<file path="src/rtl/mem_sched_pkg.sv">
`default_nettype none
// ============================================================================
// Module      : mem_sched_pkg
// Description : Shared types and helpers for the memory request scheduler:
//               requester source enum, tag-table entry struct and the
//               lowest-free-index priority encoder.
// Revision    : 1.0 - initial release
// ============================================================================
package mem_sched_pkg;

    // Which requester issued a transaction.
    typedef enum logic {
        SRC_INSTR = 1'b0,
        SRC_DATA  = 1'b1
    } src_e;

    // One outstanding-transaction slot.
    typedef struct packed {
        logic busy;
        src_e src;
    } tag_entry_t;

    // Upper bound on table depth supported by the encoder below.
    localparam int c_MAX_TAGS = 64;

    // Returns the lowest index i < n_entries with busy_vec[i] == 0, or
    // n_entries when every slot is busy. Scanning downwards lets the last
    // assignment win, which is the lowest free index.
    function automatic int f_lowest_free(
        input logic [c_MAX_TAGS-1:0] busy_vec,
        input int                    n_entries
    );
        int idx;
        idx = n_entries;
        for (int i = c_MAX_TAGS - 1; i >= 0; i--) begin
            if ((i < n_entries) && !busy_vec[i]) begin
                idx = i;
            end
        end
        return idx;
    endfunction

endpackage
`default_nettype wire

</file>
<file path="src/rtl/mem_tag_table.sv">
`default_nettype none
// ============================================================================
// Module      : mem_tag_table
// Description : Table of outstanding memory transactions. Each slot holds a
//               busy flag and the requester that owns it. Offers the lowest
//               free slot as the allocation candidate and a full flag.
//   clk           in   clock, rising edge
//   rst           in   synchronous active-low reset, clears every slot
//   i_alloc       in   mark slot o_free_idx busy, owned by i_alloc_src
//   i_alloc_src   in   owner recorded on allocation
//   i_free        in   clear the busy flag of slot i_idx
//   i_idx         in   slot looked up / freed (response index)
//   o_idx_busy    out  busy flag of slot i_idx
//   o_idx_src     out  owner of slot i_idx
//   o_free_idx    out  lowest free slot (don't-care when o_full)
//   o_full        out  every slot busy
// Revision    : 1.0 - initial release
// ============================================================================
module mem_tag_table
    import mem_sched_pkg::*;
#(
    parameter int MAX_OUTSTANDING = 4,
    parameter int IDX_W           = 2
) (
    input  logic             clk,
    input  logic             rst,
    input  logic             i_alloc,
    input  src_e             i_alloc_src,
    input  logic             i_free,
    input  logic [IDX_W-1:0] i_idx,
    output logic             o_idx_busy,
    output src_e             o_idx_src,
    output logic [IDX_W-1:0] o_free_idx,
    output logic             o_full
);

    tag_entry_t              r_table [MAX_OUTSTANDING];
    logic [c_MAX_TAGS-1:0]   w_busy_vec;
    logic                    w_all_busy;

    always_comb begin
        w_busy_vec = '0;
        w_all_busy = 1'b1;
        for (int i = 0; i < MAX_OUTSTANDING; i++) begin
            w_busy_vec[i] = r_table[i].busy;
            w_all_busy    = w_all_busy & r_table[i].busy;
        end
    end

    // The candidate is drawn from slots that are free right now, so a slot
    // being freed this cycle is never also the allocation target.
    assign o_free_idx = IDX_W'(f_lowest_free(w_busy_vec, MAX_OUTSTANDING));
    assign o_full     = w_all_busy;
    assign o_idx_busy = r_table[i_idx].busy;
    assign o_idx_src  = r_table[i_idx].src;

    always_ff @(posedge clk) begin
        if (!rst) begin
            for (int i = 0; i < MAX_OUTSTANDING; i++) begin
                r_table[i] <= '{busy: 1'b0, src: SRC_INSTR};
            end
        end else begin
            if (i_alloc) begin
                r_table[o_free_idx] <= '{busy: 1'b1, src: i_alloc_src};
            end
            if (i_free) begin
                r_table[i_idx].busy <= 1'b0;
            end
        end
    end

endmodule
`default_nettype wire

</file>
<file path="src/rtl/mem_sched.sv">
`default_nettype none
// ============================================================================
// Module      : mem_sched
// Description : Request scheduler between instruction fetch, data cache and a
//               shared line-wide memory port. Data-first arbitration with
//               bounded instruction starvation, a registered request stage
//               and a tag table routing out-of-order responses back to the
//               issuing requester.
//   clk, rst                      clock / synchronous active-low reset
//   i_instr_valid/o_instr_ready   instruction request handshake, i_instr_addr
//   i_data_valid/o_data_ready     data request handshake, i_data_addr,
//                                 i_data_wdata, i_data_write
//   o_mem_valid/i_mem_ready       memory request handshake, o_mem_addr,
//                                 o_mem_data, o_mem_write, o_mem_id
//   i_mem_resp_valid/_id/_data    memory response (no backpressure)
//   o_instr_resp_valid            instruction response strobe
//   o_data_resp_valid             data response strobe
//   o_resp_data                   response line shared by both strobes
//   o_err                         sticky: response to an unallocated id
// Revision    : 1.0 - initial release
// ============================================================================
module mem_sched
    import mem_sched_pkg::*;
#(
    parameter int PA_WIDTH        = 32,
    parameter int LINE_BYTES      = 16,
    parameter int ID_WIDTH        = 4,
    parameter int MAX_OUTSTANDING = 4,
    parameter int STARVE_LIMIT    = 3
) (
    input  logic                      clk,
    input  logic                      rst,
    input  logic                      i_instr_valid,
    output logic                      o_instr_ready,
    input  logic [PA_WIDTH-1:0]       i_instr_addr,
    input  logic                      i_data_valid,
    output logic                      o_data_ready,
    input  logic [PA_WIDTH-1:0]       i_data_addr,
    input  logic [LINE_BYTES*8-1:0]   i_data_wdata,
    input  logic                      i_data_write,
    output logic                      o_mem_valid,
    input  logic                      i_mem_ready,
    output logic [PA_WIDTH-1:0]       o_mem_addr,
    output logic [LINE_BYTES*8-1:0]   o_mem_data,
    output logic                      o_mem_write,
    output logic [ID_WIDTH-1:0]       o_mem_id,
    input  logic                      i_mem_resp_valid,
    input  logic [ID_WIDTH-1:0]       i_mem_resp_id,
    input  logic [LINE_BYTES*8-1:0]   i_mem_resp_data,
    output logic                      o_instr_resp_valid,
    output logic                      o_data_resp_valid,
    output logic [LINE_BYTES*8-1:0]   o_resp_data,
    output logic                      o_err
);

    localparam int c_LINE_W = LINE_BYTES * 8;
    localparam int c_IDX_W  = $clog2(MAX_OUTSTANDING);
    localparam int c_CNT_W  = $clog2(STARVE_LIMIT + 1);

    // Registered state
    logic                 r_ready_en;
    logic [c_CNT_W-1:0]   r_starve_cnt;
    logic                 r_mem_valid;
    logic [PA_WIDTH-1:0]  r_mem_addr;
    logic [c_LINE_W-1:0]  r_mem_data;
    logic                 r_mem_write;
    logic [ID_WIDTH-1:0]  r_mem_id;
    logic                 r_instr_resp_valid;
    logic                 r_data_resp_valid;
    logic [c_LINE_W-1:0]  r_resp_data;
    logic                 r_err;

    // Combinational
    logic                 w_full;
    logic [c_IDX_W-1:0]   w_free_idx;
    logic                 w_can_issue;
    logic                 w_grant_instr;
    logic                 w_acc_instr;
    logic                 w_acc_data;
    logic                 w_accept;
    src_e                 w_alloc_src;
    logic [c_IDX_W-1:0]   w_resp_idx;
    logic                 w_resp_in_range;
    logic                 w_idx_busy;
    src_e                 w_idx_src;
    logic                 w_resp_hit;
    logic [c_CNT_W-1:0]   w_starve_nxt;

    mem_tag_table #(
        .MAX_OUTSTANDING (MAX_OUTSTANDING),
        .IDX_W           (c_IDX_W)
    ) u_tag_table (
        .clk         (clk),
        .rst         (rst),
        .i_alloc     (w_accept),
        .i_alloc_src (w_alloc_src),
        .i_free      (w_resp_hit),
        .i_idx       (w_resp_idx),
        .o_idx_busy  (w_idx_busy),
        .o_idx_src   (w_idx_src),
        .o_free_idx  (w_free_idx),
        .o_full      (w_full)
    );

    // r_ready_en holds readies low during reset and for the first cycle
    // after release; rst also gates them before the first clock edge.
    assign w_can_issue   = rst && r_ready_en && !w_full &&
                           (!r_mem_valid || i_mem_ready);
    assign w_grant_instr = i_instr_valid &&
                           (!i_data_valid || (r_starve_cnt == c_CNT_W'(STARVE_LIMIT)));
    assign o_instr_ready = w_can_issue && w_grant_instr;
    assign o_data_ready  = w_can_issue && !w_grant_instr;

    assign w_acc_instr = i_instr_valid && o_instr_ready;
    assign w_acc_data  = i_data_valid && o_data_ready;
    assign w_accept    = w_acc_instr || w_acc_data;
    assign w_alloc_src = w_acc_data ? SRC_DATA : SRC_INSTR;

    // Ids at or above the table depth can never match a slot.
    assign w_resp_in_range = 32'(i_mem_resp_id) < 32'(MAX_OUTSTANDING);
    assign w_resp_idx      = i_mem_resp_id[c_IDX_W-1:0];
    assign w_resp_hit      = i_mem_resp_valid && w_resp_in_range && w_idx_busy;

    // Starvation is counted in actual data acceptances while instruction
    // waits, so stalls on a full table do not push the count up.
    always_comb begin
        w_starve_nxt = r_starve_cnt;
        if (!i_instr_valid || w_acc_instr) begin
            w_starve_nxt = '0;
        end else if (w_acc_data && (r_starve_cnt != c_CNT_W'(STARVE_LIMIT))) begin
            w_starve_nxt = r_starve_cnt + 1'b1;
        end
    end

    always_ff @(posedge clk) begin
        if (!rst) begin
            r_ready_en         <= 1'b0;
            r_starve_cnt       <= '0;
            r_mem_valid        <= 1'b0;
            r_mem_addr         <= '0;
            r_mem_data         <= '0;
            r_mem_write        <= 1'b0;
            r_mem_id           <= '0;
            r_instr_resp_valid <= 1'b0;
            r_data_resp_valid  <= 1'b0;
            r_resp_data        <= '0;
            r_err              <= 1'b0;
        end else begin
            r_ready_en   <= 1'b1;
            r_starve_cnt <= w_starve_nxt;

            if (w_accept) begin
                r_mem_valid <= 1'b1;
                r_mem_id    <= ID_WIDTH'(w_free_idx);
                if (w_acc_data) begin
                    r_mem_addr  <= i_data_addr;
                    r_mem_data  <= i_data_wdata;
                    r_mem_write <= i_data_write;
                end else begin
                    r_mem_addr  <= i_instr_addr;
                    r_mem_data  <= '0;
                    r_mem_write <= 1'b0;
                end
            end else if (i_mem_ready) begin
                r_mem_valid <= 1'b0;
            end

            r_instr_resp_valid <= w_resp_hit && (w_idx_src == SRC_INSTR);
            r_data_resp_valid  <= w_resp_hit && (w_idx_src == SRC_DATA);
            if (w_resp_hit) begin
                r_resp_data <= i_mem_resp_data;
            end
            if (i_mem_resp_valid && !w_resp_hit) begin
                r_err <= 1'b1;
            end
        end
    end

    assign o_mem_valid        = r_mem_valid;
    assign o_mem_addr         = r_mem_addr;
    assign o_mem_data         = r_mem_data;
    assign o_mem_write        = r_mem_write;
    assign o_mem_id           = r_mem_id;
    assign o_instr_resp_valid = r_instr_resp_valid;
    assign o_data_resp_valid  = r_data_resp_valid;
    assign o_resp_data        = r_resp_data;
    assign o_err              = r_err;

endmodule
`default_nettype wire
</file>
<file path="config.mk">
export PLATFORM = sky130hd
export DESIGN_NAME = mem_sched
export DESIGN_NICKNAME = d
export VERILOG_FILES = /design/src/rtl/mem_sched_pkg.sv /design/src/rtl/mem_tag_table.sv /design/src/rtl/mem_sched.sv
export SDC_FILE = /design/constraint.sdc
export NUM_CORES = 1
export LEC_CHECK = 0
export ABC_AREA = 1
export CORE_AREA = 4 4 245 247
export CTS_CLUSTER_DIAMETER = 80
export DETAILED_ROUTE_END_ITERATION = 8
export DIE_AREA = 0 0 249 251
export DONT_BUFFER_PORTS = 1
export GPL_TIMING_DRIVEN = 1
export PLACE_DENSITY_LB_ADDON = 0.3
export REMOVE_ABC_BUFFERS = 1
export SYNTH_ARGS = -nofsm -noshare
export SYNTH_HDL_FRONTEND = slang
export SYNTH_SLANG_ARGS = --single-unit
</file>
<file path="constraint.sdc">
create_clock -name clk -period 3.9 [get_ports clk]
set_input_delay 0.39 -clock clk [delete_from_list [all_inputs] [get_ports clk]]
set_output_delay 0.39 -clock clk [all_outputs]
set_load 0.1 [all_outputs]
</file>
# ---- After elaboration in Yosys (flattened, before gate mapping)
# Memory sizes are Yosys's and may differ from the RTL's.
# Cells that the tools add are included.
dict set report totals {
  inputBits 331
  n_memories 1
  mem_bits_rw 8
  ff_bits 298
  elab_cells 73
  output_inout_bits 299
}
# memory words word_bits read_ports rd_clocked_by_memory_dff wr line_no
set memory_table {}
lappend memory_table {u_tag_table.r_table 4 2 5 0 4 mem_tag_table.sv:37} ;# tag_entry_t r_table [MAX_OUTSTANDING];
dict set report classes {
  eq_ne 2
  order_cmp 1
  n_reduce_logical 28
  bitwise_logic 5
  muxes 24
  add_sub_neg 1
}
# cell n
set ops {}
lappend ops {{$mux W128} 1}
lappend ops {{$mux W32} 1}
lappend ops {{$mux W2} 9}
lappend ops {{$logic_and A1 B1 Y1} 14}
lappend ops {{$mux W1} 13}
lappend ops {{$logic_not A1 Y1} 6}
lappend ops {{$reduce_or A2 Y1} 3}
lappend ops {{$logic_or A1 B1 Y1} 4}
lappend ops {{$lt A4 B3 Y1 const B} 1}
lappend ops {{$and A1 B1 Y1} 3}
lappend ops {{$add A2 B1 Y2 const B} 1}
lappend ops {{$eq A2 B2 Y1 const B} 1}
lappend ops {{$ne A2 B2 Y1 const B} 1}
lappend ops {{$not A1 Y1} 2}
lappend ops {{$reduce_bool A2 Y1} 1}

# ---- Longest topological paths before layout
# Gate-level depths: netlist of run 1.
# An unclocked memory read counts as a cell.
dict set report logic_depth {
  depth_word 15
  depth_mapped 11
  ltp_nobuf 10
}

# ---- Modules after synthesis
# A second synthesis of run 1 with hierarchy kept.
dict set report unflattened {
  hier_cells 1516
  hier_area_um2 11342.1
}
# module area_per_inst_um2 instances cells_each seq_area_each_um2
set by_module_without_submodules {}
lappend by_module_without_submodules {mem_sched 10882.9 1 1453 5965.7}
lappend by_module_without_submodules {mem_tag_table 459.2 1 63 200.2}

# ---- Worst setup path before layout of run 1
# OpenSTA, ideal clock, no wires.
dict set report synth_path {
  path_type {register to output}
  from {register r_mem_valid (netlist: o_mem_valid)}
  to {output o_instr_ready}
  path_stages_with_launch 4
  setup_slack_ns 1.225
  arrival_ns 2.285
  cell_sequence {dfxtp_1 -> a21oi_1 -> nand2_1 -> nor2_1}
}
dict set report synth_via {
  elab_chain_cells 4
}
# element line_no
set synth_lines {}
lappend synth_lines {{from (decl)} mem_sched.sv:63} ;# logic r_mem_valid;
lappend synth_lines {{from (signal assigned)} mem_sched.sv:139} ;# r_mem_valid <= 1'b0;
lappend synth_lines {{from (signal assigned)} mem_sched.sv:153} ;# r_mem_valid <= 1'b1;
lappend synth_lines {{from (signal assigned)} mem_sched.sv:165} ;# r_mem_valid <= 1'b0;
lappend synth_lines {{$logic_not A1 Y1} mem_sched.sv:108} ;# (!r_mem_valid || i_mem_ready);
lappend synth_lines {{$logic_or A1 B1 Y1} mem_sched.sv:108}
lappend synth_lines {{$logic_and A1 B1 Y1} mem_sched.sv:107} ;# assign w_can_issue = rst && r_ready_en && !w_full &&
lappend synth_lines {{$logic_and A1 B1 Y1} mem_sched.sv:111} ;# assign o_instr_ready = w_can_issue && w_grant_instr;
lappend synth_lines {{to (decl)} mem_sched.sv:34} ;# output logic o_instr_ready,
# No other way between the ends.

# ---- Final worst setup path of run 1
# Ends and elaborated chain as after synthesis.

==> metrics.txt, run 1 <==
Die ar. 62500 um^2; period utilisation layout 67.5%; Layout area overhead 27.1%; Clk pin slew, worst setup/hold paths 60 ps; Die X 249 um; dpl ws 1540 ps; nets 1840; vias in the first global route 9663; Final Hold Viols 0; Post-Synth XOR/XNOR Area 0.0788%; routability congestion estimate from global placement 0.817; CTS HTree Levels 2; crit start category register; antenna violations before repair 4; WP data required 3510 ps; # clock sinks 306; largest family of logic cells by synthesized area simple AND/OR/NAND/NOR gates; FMAX 380 MHz; status complete, no violations; Post-Route Skew 8.55 ps; drt drc 0; top cells by count, synth 321 x nand2_1, 302 x dfxtp_1, 270 x nor2_1, 188 x o21ai_0, 167 x nand3_1; WHS Path Cells 2; worst-path maximum fanout 4; Worst R2R Setup Slack 1520 ps; headroom to the max-slew limit 24.1%; # Post-CTS Setup Buffers 0; post-synthesis simple-gate area fraction 27.9%; most numerous cell in the Yosys netlist nand2_1; DR WL/cell 16.6 um; Cell Pwr Density 556 nW/um^2; Final setup viols 0; Synthesis Warnings 0; CTS tree done; 1st-pass router iterations 5; Unique masters post-synth 29; Hold WC Path Type in -> reg; Die Y 251 um; instance area at placement 11600 um^2; remaining antenna violation count after routing 0; Rows 88; Pleak 5.84 nW; leading area contributor after synthesis dfxtp_1; CTS buffer count 34; sequential fraction of the synthesis area 55.5%; source of the worst hold timing path i_mem_resp_data[76]; Max-Cap Viols 0; DR vias 9841; unrepaired setup endpoints after global routing false; largest net degree at the start of global routing 297; Worst Max-Slew Pin Slew 1140 ps; fraction of layout cells with a size suffix above 1 4.84%; hpwl dp 26400 um; final core utilization 24.5%; Mapped Area 11100 um^2; first-pass GRT wire length 58100 um; Routed Wire Length 38000 um; Setup WS post-layout 1270 ps; Worst-Skew Late Latency 520 ps; TNS Setup 0 ps; Max clock buf depth 3; Most used DFF post-synth dfxtp_1; cell area after layout 14100 um^2; post-synthesis adder-cell area fraction 0.113%; GRT Total Usage 11.4%; Layout Cells excl Fill 2295; I/O pins 630; mux contribution to synthesized area 0%; global route total overflow 0; Buffers on Ports 0; Fin Hold WS 44.3 ps; Clk Tree Root Cell clkbuf_16; 1st-iter DRT viols 556; min Tclk post-route 2630 ps; Tot Pwr 7.86 mW; mean post-synth cell area 7.74 um^2; hold path endpoint o_resp_data[76]; Reg2Reg Depth 7; critical path capture point type output port; initial core utilization 19.3%; placed cells 2104; reg2reg end o_mem_data[123]; Area contributors post-synth dfxtp_1 54%, nand2_1 11%, nor2_1 9.1%; r2r startpoint r_starve_cnt[0]; EDFF count, synth 4; post-synthesis instance total 1436; vias per cell 4.29; top-area cell type share of the netlist area 54.4%; Max VDD drop 0.318 mV; Crit path arrival time 2240 ps; Antenna Cells 0; Synth Area in Compound Gates 9.63%; Setup CP Type reg -> out; fin. max-slew vios 0; core area 57600 um^2; asr flop ratio synth 0%; FF+latch count, synth 306
==> repair_timing <==
action | in CTS | in global routing
resized for setup | 0 | 0
hold endpoints to repair | 140 | 0
endpoints found under the setup margin | 0 | 0
hold buffers | 133 | 0
==> critical path: stages (launching register included) <==
cell and delay (ps):
dfxtp_1 300, buf_4 230, a21oi_1 200, nand2_1 150, nor2_2 850
==> where the power goes <==
group	internal (mW)	switching [mW]	leakage, nW	total (mW)
clock network	2.04	1.27	0.577	3.31
logic	0.184	0.217	2.77	0.402
registers	3.25	0.896	2.50	4.15
total	5.48	2.38	5.84	7.86
==> registers in the layout, indices dropped and copies added (netlist names), 2 cells and up <==
name and count:
u_tag_table.r_table 8, o_mem_id 2, o_resp_data 128, o_mem_addr 32, o_mem_data 128, r_starve_cnt 2
==> area by class of cell <==
class | count | area [um^2]
clock buffer | 52 | 1080
clock inverter | 6 | 83.8
fill | 6198 | 43500
inverter | 48 | 184
multi-input combinational | 976 | 4210
sequential | 306 | 6170
tap | 765 | 957
timing repair buffer | 142 | 1440
==> worst max path at each step <==
stage | from | to | slack, ps | depth (start not counted)
6_report | o_mem_valid | o_instr_ready | 1270 | 4
5_1_grt | o_mem_valid | o_instr_ready | 1110 | 4
4_1_cts | o_mem_valid | o_instr_ready | 1190 | 4
3_5_place_dp | i_mem_resp_id[3] | o_resp_data[12] | 1540 | 6
3_3_place_gp | o_mem_valid | o_mem_addr[2] | 1580 | 8
2_1_floorplan | r_starve_cnt[0] | u_tag_table.r_table[2][0] | -1200 | 7
==> cells in the final DEF, fill, tap and decap left out, types with 3 or more instances in the layout <==
master / netlist / routed
clkinv_2: 0 / 4
dfxtp_1: 302 / 302
nor2_1: 270 / 269
buf_4: 26 / 6
dlygate4sd3_1: 0 / 133
inv_2: 4 / 3
buf_12: 0 / 3
edfxtp_1: 4 / 4
nor2_2: 2 / 3
nand2_1: 321 / 320
clkbuf_1: 48 / 6
clkbuf_8: 0 / 8
nand3_1: 167 / 167
o21ai_0: 188 / 188
a22oi_1: 3 / 3
inv_1: 44 / 43
clkbuf_16: 0 / 38
o21ai_1: 8 / 8
a21oi_1: 5 / 5
==> metal layers <==
layer  GRT usage (%)  part of all wire (%)  up-vias
met5               0                     0        -
met1            12.1                    35     4497
met4            4.02                   3.3        0
li1                -                     -     4740
met2            20.2                    50      537
met3            5.02                    11       67
==> cell families after synthesis <==
family          count (synthesis)
buf+inv                       155
simple gates                  764
fa+ha+maj                       1
compound gates                208
xor+xnor                        1
flops                         306
other cells                     1
(Power assumes the default switching activity.)
==> run 2, diff against run 1 <==
clock period = 2.4 ns   (was 3.9 ns; I/O delays follow)
==> run 2 against run 1 <==
Against the previous run:
- highest routed layer unchanged
- clock-buffer cell count rose by 1
- largest power group is now the clock network
- critical endpoint is now o_mem_data[114]
- total power rose by 78%
- critical path depth rose by 6
- sequential cell count did not move
==> metrics.txt, run 2 (synthesis results as in run 1) <==
remaining antenna violation count after routing 0 (unchanged); Routed Wire Length 47200 um (+24%); drt drc 0 (unchanged); Rows 88 (unchanged); commonest cells after routing, fill and taps aside 462 x dlygate4sd3_1, 320 x nand2_1, 302 x dfxtp_1, 302 x buf_4, 269 x nor2_1; Worst Setup SP r_starve_cnt[0]; DR vias 12500 (+27%); Fin Hold WS 16.1 ps (-28.2 ps); Max clock buf depth 3 (unchanged); Final setup viols 0 (unchanged); unrepaired setup endpoints after global routing false; Cell Pwr Density 701 nW/um^2 (+26%); r2r startpoint r_starve_cnt[0]; fraction of layout cells with a size suffix above 1 17.7% (+13 points); Antenna Cells 0 (unchanged); Buffers on Ports 0 (unchanged); Hold WC Path Type in -> reg; Die ar. 62500 um^2 (unchanged); Worst Max-Slew Pin Slew 994 ps (-143 ps); Max-Cap Viols 0 (unchanged); hpwl dp 29300 um (+11%); Critical Path End o_mem_data[114]; CTS buffer count 36 (+5.9%); min Tclk post-route 2340 ps; 1st-pass router iterations 5 (unchanged); worst-path maximum fanout 15 (+11); Clk Tree Root Cell clkbuf_16; core area 57600 um^2 (unchanged); combined area of the multi-input logic cells 4210 um^2 (unchanged); status complete, no violations; reg2reg end o_mem_data[114]; nets 2478 (+35%); Layout area overhead 79.8%; I/O pins 630 (unchanged); global route total overflow 0 (unchanged); critical path capture point type register; Cell Chain, Critical Path ha_1 > o21ai_4 > inv_2 > o21ai_4 > buf_12 > buf_12 > buf_4 > nand3_1 > nand2_1 > dlygate4sd3_1; most common cell after layout, fill and taps aside dlygate4sd3_1; Setup CP Type reg -> reg; Crit path arrival time 2820 ps (+580 ps); FMAX 428 MHz; vias in the first global route 12800 (+32%); fin. max-slew vios 0 (unchanged); DR WL/cell 16.1 um (-2.9%); Reg2Reg Depth 10 (+3); Post-Route Skew 19.6 ps (+11.0 ps); Worst-Skew Late Latency 540 ps (+20 ps); Fill cells 5706 (-7.9%); routability congestion estimate from global placement 0.845 (+3.4%); Final Hold Viols 0 (unchanged); initial core utilization 19.3% (unchanged); GRT Total Usage 13.8% (+2.4 points); headroom to the max-slew limit 33.6% (+9.6 points); 1st-iter DRT viols 669 (+20%); # clock sinks 306 (unchanged); first-pass GRT wire length 71000 um (+22%); Pleak 9.15 nW (+57%); Max VDD drop 0.572 mV (+80%); cell area after layout 20000 um^2 (+41%); crit start category register; largest net degree at the start of global routing 154 (-48%); CTS HTree Levels 2 (unchanged); Die Y 251 um (unchanged); Clk pin slew, worst setup/hold paths 60 ps (about the same); Die X 249 um (unchanged); WP data required 2880 ps (-630 ps); Worst R2R Setup Slack 60 ps (-1460 ps); instance area at placement 13900 um^2 (+20%); register area 6170 um^2 (unchanged); vias per cell 4.26 (-0.59%); max incr delay on CP 560 ps (-290 ps); CTS tree done; slowest stage cell on the critical path dlygate4sd3_1; antenna violations before repair 1 (-3); period utilisation layout 97.4%
-- run 2: cell count changes in the layout (fill, tap and decap cells not counted), sizes merged --
cell,change
buf,+303
inv,+4
dlygate4sd3,+329
clkinv,-2
clkinvlp,+1
bufinv,+3
clkbuf,+5
-- run 2: worst min-delay path by stage --
stage / cells after the start / endpoint / from
after detailed placement: 0 / r_ready_en / rst
final: 2 / o_resp_data[97] / rst
after CTS: 4 / o_mem_addr[18] / i_instr_addr[18]
after global placement: 0 / r_ready_en / rst
after floorplan: 0 / r_ready_en / rst
after global routing: 2 / o_resp_data[97] / rst
-- run 2: metrics by stage --
step	worst slack, ps	instances	TNS [ps]	power [mW]	utilization [%]
2_1_floorplan	-2700	1330	-679790	7.14	-
3_3_place_gp	383	2403	0	7.60	24.2
3_5_place_dp	336	2403	0	7.62	24.2
4_1_cts	9.34	2931	0	14.1	34.4
5_1_grt	8.35	2938	0	14.5	34.7
6_report	62.6	2938	0	14.0	34.7
-- run 2: final cells by class --
type	instances	share of cell area, %
repair buffers	778	36.1
flip-flops and latches	306	30.9
multi-input cells	976	21.1
clock buffers	53	5.28
well taps	765	4.79
clock inverters	12	0.996
inverters	48	0.927
-- run 2: routing by layer --
metal | global-route usage [%] | vias to the layer above | wire length (um)
met5 | 0 | - | 0
met4 | 5.88 | 0 | 1940
met3 | 5.04 | 114 | 4400
met2 | 24.8 | 639 | 23500
met1 | 14.6 | 5748 | 17300
li1 | - | 6023 | -
-- run 2: worst max-delay path, delay by kind of cell (launching register included) --
family	cells	cell delay, ps
buffers and inverters	5	1110
and+or+nand+nor	2	210
adders and majority gates	1	250
DFF	1	320
AOI/OAI and AO/OA	2	370
-- run 2: timing repair --
action                                 in CTS  in global routing
setup endpoints to repair                   0                 95
hold buffers                              463                  0
endpoints found under the hold margin     302                  0
resized for setup                           0                  4
buffers inserted                            0                  3
-- run 2: power breakdown --
| group | internal (mW) | total [mW] | leakage (nW) | switching (mW) |
|---|---|---|---|---|
| clock | 3.60 | 5.79 | 0.613 | 2.19 |
| sequential | 5.28 | 5.39 | 2.50 | 0.110 |
| combinational | 0.918 | 2.83 | 6.04 | 1.91 |
